$ cat config.mk
export PLATFORM = sky130hd
export DESIGN_NAME = apb_master_ctrl
export DESIGN_NICKNAME = d
export VERILOG_FILES = /design/src/rtl/apb_pkg.sv /design/src/rtl/apb_wait_timer.sv /design/src/rtl/apb_master_ctrl.sv
export SDC_FILE = /design/constraint.sdc
export NUM_CORES = 1
export LEC_CHECK = 0
export CAP_MARGIN = 20
export CORE_AREA = 3 3 78 80
export DETAILED_ROUTE_END_ITERATION = 10
export DIE_AREA = 0 0 81 83
export SYNTH_ARGS = -nofsm -noshare
export SYNTH_HDL_FRONTEND = slang
export SYNTH_SLANG_ARGS = --single-unit
$ cat constraint.sdc
create_clock -name pclk -period 3 [get_ports pclk]
set_clock_uncertainty 0.15 [all_clocks]
set_input_delay 0.3 -clock pclk [delete_from_list [all_inputs] [get_ports pclk]]
set_output_delay 0.3 -clock pclk [all_outputs]
set_load 0.05 [all_outputs]
$ cat src/rtl/apb_pkg.sv
// Shared types and helpers for the APB3 master controller.
//   apb_state_e : transfer FSM states
//   apb_rsp_t   : captured response payload {rdata, err, timeout}
//   sel_w()     : width of the slave-select index vector (at least 1 bit)
package apb_pkg;

  // Response payload data width; the master's DATA_W must match it.
  localparam int unsigned APB_RSP_DATA_W = 8;

  typedef enum logic [1:0] {
    APB_IDLE   = 2'd0,
    APB_SETUP  = 2'd1,
    APB_ACCESS = 2'd2,
    APB_RESP   = 2'd3
  } apb_state_e;

  typedef struct packed {
    logic [APB_RSP_DATA_W-1:0] rdata;
    logic                      err;
    logic                      timeout;
  } apb_rsp_t;

  // $clog2(nsel), widened to 1 so a single-slave build still has a legal vector.
  function automatic int unsigned sel_w(input int unsigned nsel);
    return (nsel > 1) ? $clog2(nsel) : 1;
  endfunction

endpackage

$ cat src/rtl/apb_wait_timer.sv
// Saturating ACCESS-phase wait counter with bounded-wait expiry.
//   clk, rst_n : clock, async active-low reset
//   clr        : restart the count at zero (wins over en)
//   en         : one more wait cycle elapsed
//   expire_c   : this enabled cycle brings the count to TIMEOUT_MAX
module apb_wait_timer #(
  parameter int unsigned TIMEOUT_MAX = 16
) (
  input  logic clk,
  input  logic rst_n,
  input  logic clr,
  input  logic en,
  output logic expire_c
);

  localparam int unsigned CNT_W = $clog2(TIMEOUT_MAX + 1);

  logic [CNT_W-1:0] cnt_q;
  logic [CNT_W-1:0] cnt_d;

  // Next count: clear, increment, or hold at TIMEOUT_MAX.
  always_comb begin
    cnt_d = cnt_q;
    if (clr) begin
      cnt_d = '0;
    end else if (en && (cnt_q != CNT_W'(TIMEOUT_MAX))) begin
      cnt_d = cnt_q + CNT_W'(1);
    end
  end

  // Flags the cycle whose increment would land on TIMEOUT_MAX.
  assign expire_c = en && !clr && (cnt_q == CNT_W'(TIMEOUT_MAX - 1));

  always_ff @(posedge clk or negedge rst_n) begin
    if (!rst_n) begin
      cnt_q <= '0;
    end else begin
      cnt_q <= cnt_d;
    end
  end

endmodule

$ cat src/rtl/apb_master_ctrl.sv
// APB3 master: takes one command at a time over valid/ready, runs a
// SETUP/ACCESS transfer with wait states, slave error and timeout abort,
// decodes psel over NSEL slaves, and returns a one-cycle response pulse.
//   pclk, preset_n        : clock, async active-low reset
//   cmd_valid/cmd_ready   : command handshake (cmd_ready high only in IDLE)
//   cmd_write/addr/wdata  : command payload
//   rsp_valid             : one-cycle response strobe
//   rsp_rdata/err/timeout : response payload, held until the next response
//   psel/penable/pwrite/paddr/pwdata : APB request side
//   prdata/pready/pslverr : APB completion side
module apb_master_ctrl
  import apb_pkg::*;
#(
  parameter int unsigned ADDR_W      = 8,
  parameter int unsigned DATA_W      = 8,
  parameter int unsigned NSEL        = 1,
  parameter int unsigned TIMEOUT_MAX = 16
) (
  input  logic              pclk,
  input  logic              preset_n,
  input  logic              cmd_valid,
  output logic              cmd_ready,
  input  logic              cmd_write,
  input  logic [ADDR_W-1:0] cmd_addr,
  input  logic [DATA_W-1:0] cmd_wdata,
  output logic              rsp_valid,
  output logic [DATA_W-1:0] rsp_rdata,
  output logic              rsp_err,
  output logic              rsp_timeout,
  output logic [NSEL-1:0]   psel,
  output logic              penable,
  output logic              pwrite,
  output logic [ADDR_W-1:0] paddr,
  output logic [DATA_W-1:0] pwdata,
  input  logic [DATA_W-1:0] prdata,
  input  logic              pready,
  input  logic              pslverr
);

  localparam int unsigned SEL_W = sel_w(NSEL);

  // The response struct carries a fixed-width data field.
  if (DATA_W != APB_RSP_DATA_W) begin : g_width_guard
    $error("apb_master_ctrl: DATA_W must equal apb_pkg::APB_RSP_DATA_W");
  end

  apb_state_e        state_q,     state_d;
  logic [NSEL-1:0]   psel_q,      psel_d;
  logic              penable_q,   penable_d;
  logic              pwrite_q,    pwrite_d;
  logic [ADDR_W-1:0] paddr_q,     paddr_d;
  logic [DATA_W-1:0] pwdata_q,    pwdata_d;
  logic              rsp_valid_q, rsp_valid_d;
  apb_rsp_t          rsp_q,       rsp_d;

  logic [SEL_W-1:0]  sel_idx_c;
  logic              sel_ok_c;
  logic [NSEL-1:0]   sel_onehot_c;
  logic              tmr_clr_c;
  logic              tmr_en_c;
  logic              tmr_expire_c;

  // Slave index comes from the top address bits; a single slave uses none.
  if (NSEL > 1) begin : g_sel_dec
    assign sel_idx_c = cmd_addr[ADDR_W-1 -: SEL_W];
  end else begin : g_sel_one
    assign sel_idx_c = '0;
  end

  assign sel_ok_c     = (32'(sel_idx_c) < NSEL);
  assign sel_onehot_c = NSEL'(1) << sel_idx_c;

  apb_wait_timer #(
    .TIMEOUT_MAX (TIMEOUT_MAX)
  ) u_wait_timer (
    .clk      (pclk),
    .rst_n    (preset_n),
    .clr      (tmr_clr_c),
    .en       (tmr_en_c),
    .expire_c (tmr_expire_c)
  );

  // Transfer FSM: next state and next registered outputs.
  always_comb begin
    state_d     = state_q;
    psel_d      = psel_q;
    penable_d   = penable_q;
    pwrite_d    = pwrite_q;
    paddr_d     = paddr_q;
    pwdata_d    = pwdata_q;
    rsp_valid_d = 1'b0;
    rsp_d       = rsp_q;
    tmr_clr_c   = 1'b0;
    tmr_en_c    = 1'b0;

    unique case (state_q)
      APB_IDLE: begin
        if (cmd_valid) begin
          if (sel_ok_c) begin
            pwrite_d = cmd_write;
            paddr_d  = cmd_addr;
            pwdata_d = cmd_wdata;
            psel_d   = sel_onehot_c;
            state_d  = APB_SETUP;
          end else begin
            // Unmapped slave: answer with an error, never touch the bus.
            rsp_d       = '{rdata: '0, err: 1'b1, timeout: 1'b0};
            rsp_valid_d = 1'b1;
            state_d     = APB_RESP;
          end
        end
      end

      APB_SETUP: begin
        penable_d = 1'b1;
        tmr_clr_c = 1'b1;
        state_d   = APB_ACCESS;
      end

      APB_ACCESS: begin
        if (pready) begin
          // Read data is only returned for a clean read.
          rsp_d.rdata   = (pwrite_q || pslverr) ? '0 : prdata;
          rsp_d.err     = pslverr;
          rsp_d.timeout = 1'b0;
          psel_d        = '0;
          penable_d     = 1'b0;
          rsp_valid_d   = 1'b1;
          state_d       = APB_RESP;
        end else begin
          tmr_en_c = 1'b1;
          if (tmr_expire_c) begin
            rsp_d       = '{rdata: '0, err: 1'b1, timeout: 1'b1};
            psel_d      = '0;
            penable_d   = 1'b0;
            rsp_valid_d = 1'b1;
            state_d     = APB_RESP;
          end
        end
      end

      APB_RESP: begin
        state_d = APB_IDLE;
      end

      default: begin
        state_d = APB_IDLE;
      end
    endcase
  end

  always_ff @(posedge pclk or negedge preset_n) begin
    if (!preset_n) begin
      state_q     <= APB_IDLE;
      psel_q      <= '0;
      penable_q   <= 1'b0;
      pwrite_q    <= 1'b0;
      paddr_q     <= '0;
      pwdata_q    <= '0;
      rsp_valid_q <= 1'b0;
      rsp_q       <= '0;
    end else begin
      state_q     <= state_d;
      psel_q      <= psel_d;
      penable_q   <= penable_d;
      pwrite_q    <= pwrite_d;
      paddr_q     <= paddr_d;
      pwdata_q    <= pwdata_d;
      rsp_valid_q <= rsp_valid_d;
      rsp_q       <= rsp_d;
    end
  end

  assign cmd_ready   = (state_q == APB_IDLE);
  assign psel        = psel_q;
  assign penable     = penable_q;
  assign pwrite      = pwrite_q;
  assign paddr       = paddr_q;
  assign pwdata      = pwdata_q;
  assign rsp_valid   = rsp_valid_q;
  assign rsp_rdata   = rsp_q.rdata;
  assign rsp_err     = rsp_q.err;
  assign rsp_timeout = rsp_q.timeout;

endmodule

==> results of run 1 <==
## metal layers
metal | track usage (%) | part of all wire, % | vias to the layer above
met5 | 0 | 0 | -
met4 | 2.30 | 0 | 0
met3 | 4.88 | 6.1 | 0
met2 | 19.9 | 51 | 37
met1 | 14.7 | 42 | 566
li1 | - | - | 538
## cells by family (layout without fill, tap and decap cells)
kind of cell    Yosys count  after routing  share of synthesized area (%)
flops                    37             37                           57.4
mux                      23             23                           16.0
compound gates           19             19                           10.5
simple gates             18             18                           7.75
buf+inv                  11             78                           2.87
fa+ha+maj                 7              7                           5.43
## power groups by stage
stage	Clock, uW	Combinational, uW	Sequential (uW)
2_1_floorplan	0	502	1490
3_3_place_gp	0	1670	840
3_5_place_dp	0	1690	853
4_1_cts	342	1700	849
5_1_grt	370	1780	880
6_report	323	1680	846
## path summary, 6_finish.rpt
| kind | startpoint | to | slack (ps) | cells after the start |
|---|---|---|---|---|
| max | state_q[0] | cmd_ready | 700 | 3 |
| min in group asynchronous | preset_n | rsp_valid | 510 | 2 |
| max in group asynchronous | preset_n | paddr[0] | 1670 | 2 |
| min | penable | penable | 350 | 1 |
| max reg2reg | u_wait_timer.cnt_q[0] | state_q[1] | 960 | 6 |
| min reg2reg | penable | penable | 350 | 1 |
## layout by cell type (no fill, tap or decap), types with 2 or more instances in the layout
cell	synthesis	layout
dfrtp_1	37	37
mux2i_1	3	3
clkbuf_1	0	3
clkdlybuf4s50_1	0	59
nor3_4	2	2
nand2_1	4	4
clkbuf_8	0	5
a22o_1	9	9
mux2_2	19	19
nor2_1	4	4
a21oi_1	3	3
o21ai_0	2	2
ha_1	7	7
inv_1	8	8
## state kept, by name (all words and copies together), names as in the netlist, 2 cells and up
signal,cells
state_q,2
rsp_rdata,8
pwdata,8
paddr,8
u_wait_timer.cnt_q,5
## cell type report
class / instances / area (um2)
Fill cell: 516 / 3100
Sequential cell: 37 / 926
Multi-Input combinational cell: 67 / 642
Timing Repair Buffer: 61 / 606
Tap cell: 72 / 90.1
Clock buffer: 8 / 80.1
Inverter: 9 / 33.8
## worst reg2reg max path: cells and delay by family, from the launching register on
family,cells,cell delay [ps]
adder cells (fa/ha/maj),2,390
flip-flops,1,410
AND/OR/NAND/NOR,2,330
AO/OA/AOI/OAI,1,330
multiplexers,1,300
## per-stage QoR
| step | worst slack (ps) | std cells | hold WS [ps] | power [uW] |
|---|---|---|---|---|
| 2_1_floorplan | 1040 | 115 | -146 | 1990 |
| 4_1_cts | 667 | 254 | 360 | 2890 |
| 3_3_place_gp | 1000 | 245 | 286 | 2510 |
| 6_report | 700 | 254 | 355 | 2850 |
| 5_1_grt | 572 | 254 | 378 | 3030 |
| 3_5_place_dp | 978 | 245 | 302 | 2540 |
==> metrics.cfg, run 1 <==
[placement]
place_area_mm2 = 0.00229
gp_congestion = 0.749
hpwl_um = 2720
port_buffers = 60

[final_layout]
final_util_pct = 43.4
num_antenna_cells = 0
final_nets = 218
final_area_mm2 = 0.00238
drive_above_1_share_pct = 19.2
area_growth_pct = 47.3

[yosys]
synth_area_mm2 = 0.00161
ys_seq_elements = 37
ys_types = 28
synth_top_flop_cell = dfrtp_1
synthArstFlopShare_pct = 100
yosysMostFrequentCell = dfrtp_1
synth_top_area_share_pct = 57.4
syn_area_per_cell_um2 = 14.0
yosysWarnings = 0
seq_area_frac_synth_pct = 57.4
synth_top_area_cell = dfrtp_1
synth_edf_count = 0
synth_common_cells = dfrtp_1 (37), mux2_2 (19), a22o_1 (9)
synth_cells = 115
synth_fp_nets = 152
synth_area_leaders = dfrtp_1 (57%), mux2_2 (13%), ha_1 (5.4%), a22o_1 (4.9%), nor3_4 (2.0%)

[die]
num_rows = 27
core_mm2 = 0.00547
die_h_um = 83
fp.dieArea_mm2 = 0.00672
dieWidth_um = 81
io_pins = 61
initial_utilization_pct = 29.5

[setup_path]
crit_family = buffers and inverters
crit_path_cell_trace = inv_1, ha_1, clkdlybuf4s50_1
crit_type = flop to output pin
cpPeakStageDelay_ps = 830
worstPathArrival_ps = 1850
startpoint_type = flop
required_ps = 2550
end_kind = output pin
critPathMaxFanout = 4
critPathSlowestCell = clkdlybuf4s50_1
cp_num_buf_inv = 2

[power]
p_switching_uw = 1320
seqPwrFrac_pct = 29.7
swShare_pct = 46.5
pwr-share-clk_pct = 11.3
combPwrFrac_pct = 58.9
peakVddDrop_v = 0.000641
p_leak_uw = 0.00103
p_per_area_mw_per_mm2 = 1200
internal_power_uw = 1520

[job]
maxCapViolCount = 0

[timing]
rsz0062_at_grt = no
timing.fmax_ghz = 0.435
worstMarginPinSlew_ps = 824
finalSetupTns_ps = 0
setup_viol = 0
period_minus_slack_ps = 2300
fin_crit_sh_pct = 76.7
hold_viol = 0
drv_slew = 0
slew_headroom_pct = 45.1

[global_routing]
grt-ovfl-total = 0
grt_pass1_vias = 1317
grt_max_degree = 38
antenna_found_initial = 0
grt_use_total_pct = 12.0
grt_pass1_wl_um = 6320

[clock_tree]
cts_tree = done
post_cts_buffers = 0
clk_pin_slew_worst_paths_ps = 70
postCtsHoldBufs = 1
insertion_delay_ps = 280
clock_sinks = 37
cts_root_buf = clkbuf_8
cts_buffers = 5
cts_resized = 0
clock_path_buffers = 2
htreeDepth = 2

[min_path]
hold_path_class = flop to flop

[route]
totalWireLength_um = 3570
drc = 0
wl_per_cell_um = 14.1
detail-route-antenna-nets = 0
vias = 1141
firstDrtPassIters = 2
drt_iter0_drc = 36
vias_per_cell = 4.49

[run_status]
outcome = finished, final reports clean

(Power assumes the default switching activity.)
==> inputs of run 2 (changes only) <==
==> constraint.sdc (replaced) <==
create_clock -name pclk -period 2.3 [get_ports pclk]
set_clock_uncertainty 0.15 [all_clocks]
set_input_delay 0.23 -clock pclk [delete_from_list [all_inputs] [get_ports pclk]]
set_output_delay 0.23 -clock pclk [all_outputs]
set_load 0.05 [all_outputs]
==> metrics.cfg, run 2 (synthesized netlist as in run 1, its figures left out) <==
[die]
num_rows = 27  ; unchanged
core_mm2 = 0.00547  ; unchanged
die_h_um = 83  ; unchanged
fp.dieArea_mm2 = 0.00672  ; unchanged
io_pins = 61  ; unchanged
initial_utilization_pct = 29.5  ; unchanged
dieWidth_um = 81  ; unchanged

[clock_tree]
insertion_delay_ps = 290  ; about the same
post_cts_buffers = 0  ; unchanged
cts_tree = done
cts_resized = 0  ; unchanged
htreeDepth = 2  ; unchanged
clock_sinks = 37  ; unchanged
cts_buffers = 5  ; unchanged
clock_path_buffers = 2  ; unchanged
cts_root_buf = clkbuf_8
clk_pin_slew_worst_paths_ps = 70  ; about the same

[global_routing]
grt-ovfl-total = 0  ; unchanged
grt_pass1_vias = 1288  ; -2.2%
grt_pass1_wl_um = 6080  ; -3.8%
grt_max_degree = 38  ; unchanged
grt_use_total_pct = 11.7  ; -0.36 points
use_met3_pct = 4.88  ; unchanged
grt_util_met2_pct = 19.0  ; -0.90 points
antenna_found_initial = 0  ; unchanged
top_usage_layer = met2
grtUsageMet1_pct = 13.6  ; -1.1 points

[setup_path]
end_kind = output pin
startpoint_type = flop
worstPathArrival_ps = 1830  ; -20 ps
crit_type = flop to output pin
critPathMaxFanout = 4  ; unchanged
required_ps = 1920  ; -630 ps

[route]
vias = 1134  ; -0.61%
vias_per_cell = 4.46  ; -0.61%
totalWireLength_um = 3560  ; -0.14%
detail-route-antenna-nets = 0  ; unchanged
wl_per_cell_um = 14.0  ; -0.14%
drt_iter0_drc = 36  ; unchanged
drc = 0  ; unchanged
firstDrtPassIters = 4  ; +2

[timing]
worstMarginPinSlew_ps = 821  ; -2.21 ps
finalSetupTns_ps = 0  ; unchanged
worst_slack_ps = 86.9  ; -613 ps
slew_headroom_pct = 45.2  ; +0.15 points
setup_viol = 0  ; unchanged
period_minus_slack_ps = 2210
fin_crit_sh_pct = 96.2
drv_slew = 0  ; unchanged
rsz0062_at_grt = no
hold_viol = 0  ; unchanged
timing.fmax_ghz = 0.452

[placement]
place_area_mm2 = 0.00229  ; unchanged
gp_congestion = 0.790  ; +5.4%
hpwl_um = 2690  ; -0.83%
pre_cts_slack_ps = 285  ; -692 ps
port_buffers = 60  ; unchanged

[final_layout]
area_growth_pct = 49.8
final_area_mm2 = 0.00242  ; +1.7%
final_util_pct = 44.2  ; +0.73 points
fill_cells = 523  ; +1.4%
seq_area_um2 = 926  ; unchanged
final_common_cell = clkdlybuf4s50_1
final_nets = 218  ; unchanged
layout_common_cells = clkdlybuf4s50_1 (59), dfrtp_1 (37), mux2_2 (19), a22o_1 (9), inv_1 (8)
num_antenna_cells = 0  ; unchanged
multi_input_area_um2 = 642  ; unchanged
drive_above_1_share_pct = 20.9  ; +1.6 points

[run_status]
outcome = finished, final reports clean

[power]
combPwrFrac_pct = 56.5  ; -2.4 points
p_leak_uw = 0.00105  ; +1.7%
swShare_pct = 45.1  ; -1.4 points
p_per_area_mw_per_mm2 = 1600  ; +34%
p_switching_uw = 1750  ; +32%
peakVddDrop_v = 0.000762  ; +19%
internal_power_uw = 2120  ; +39%
seqPwrFrac_pct = 28.5  ; -1.2 points
pwr-share-clk_pct = 15.0  ; +3.7 points

[job]
maxCapViolCount = 0  ; unchanged

[min_path]
hold_path_class = flop to flop

## run 2: changes by cell type in the layout (fill, tap and decap cells not counted), sizes merged
cell	delta
clkinvlp	+1
bufinv	+1
clkbuf	-2
## run 2: repair_timing
item / 4_1_cts / 5_1_grt
endpoints found under the hold margin: 37 / 0
endpoints found under the setup margin: 0 / 0
hold buffers: 1 / 0
## run 2: through the flow
step / total power, uW / hold slack, ps / cells
2_1_floorplan: 2600 / -216 / 115
3_3_place_gp: 3270 / 212 / 245
3_5_place_dp: 3320 / 240 / 245
4_1_cts: 3930 / 359 / 254
5_1_grt: 4090 / 381 / 254
6_report: 3870 / 354 / 254
## run 2: layer usage
layer / vias to the layer above / part of all wire [%]
li1: 537 / -
met3: 6 / 7.1
met5: - / 0
met4: 0 / 1.7
met2: 38 / 51
met1: 553 / 40
## run 2: worst paths after layout
check / cells past startpoint / slack (ps) / from / to
worst min-delay path: 1 / 350 / pwdata[2] / pwdata[2]
max in group asynchronous: 2 / 1060 / preset_n / paddr[6]
worst max-delay path: 3 / 90 / state_q[0] / cmd_ready
worst max register to register: 6 / 280 / u_wait_timer.cnt_q[0] / state_q[1]
worst min register to register: 1 / 350 / pwdata[2] / pwdata[2]
min in group asynchronous: 2 / 420 / preset_n / rsp_valid
## run 2: critical path, stage by stage, from the launching register on
cell and delay (ps):
dfrtp_1 380, inv_1 120, ha_1 220, clkdlybuf4s50_1 820
## run 2: power by group through the flow
| stage | combinational [uW] | clock, uW | sequential (uW) |
|---|---|---|---|
| 2_1_floorplan | 655 | 0 | 1940 |
| 3_3_place_gp | 2180 | 0 | 1100 |
| 3_5_place_dp | 2210 | 0 | 1110 |
| 4_1_cts | 2220 | 603 | 1110 |
| 5_1_grt | 2310 | 638 | 1140 |
| 6_report | 2190 | 580 | 1100 |
## run 2: final cells by class
type | count | area share (%)
Clock inverter | 2 | 1.55
Sequential cell | 37 | 38.3
Tap cell | 72 | 3.73
Inverter | 9 | 1.40
Multi-Input combinational cell | 67 | 26.6
Timing Repair Buffer | 61 | 25.1
Clock buffer | 6 | 3.42
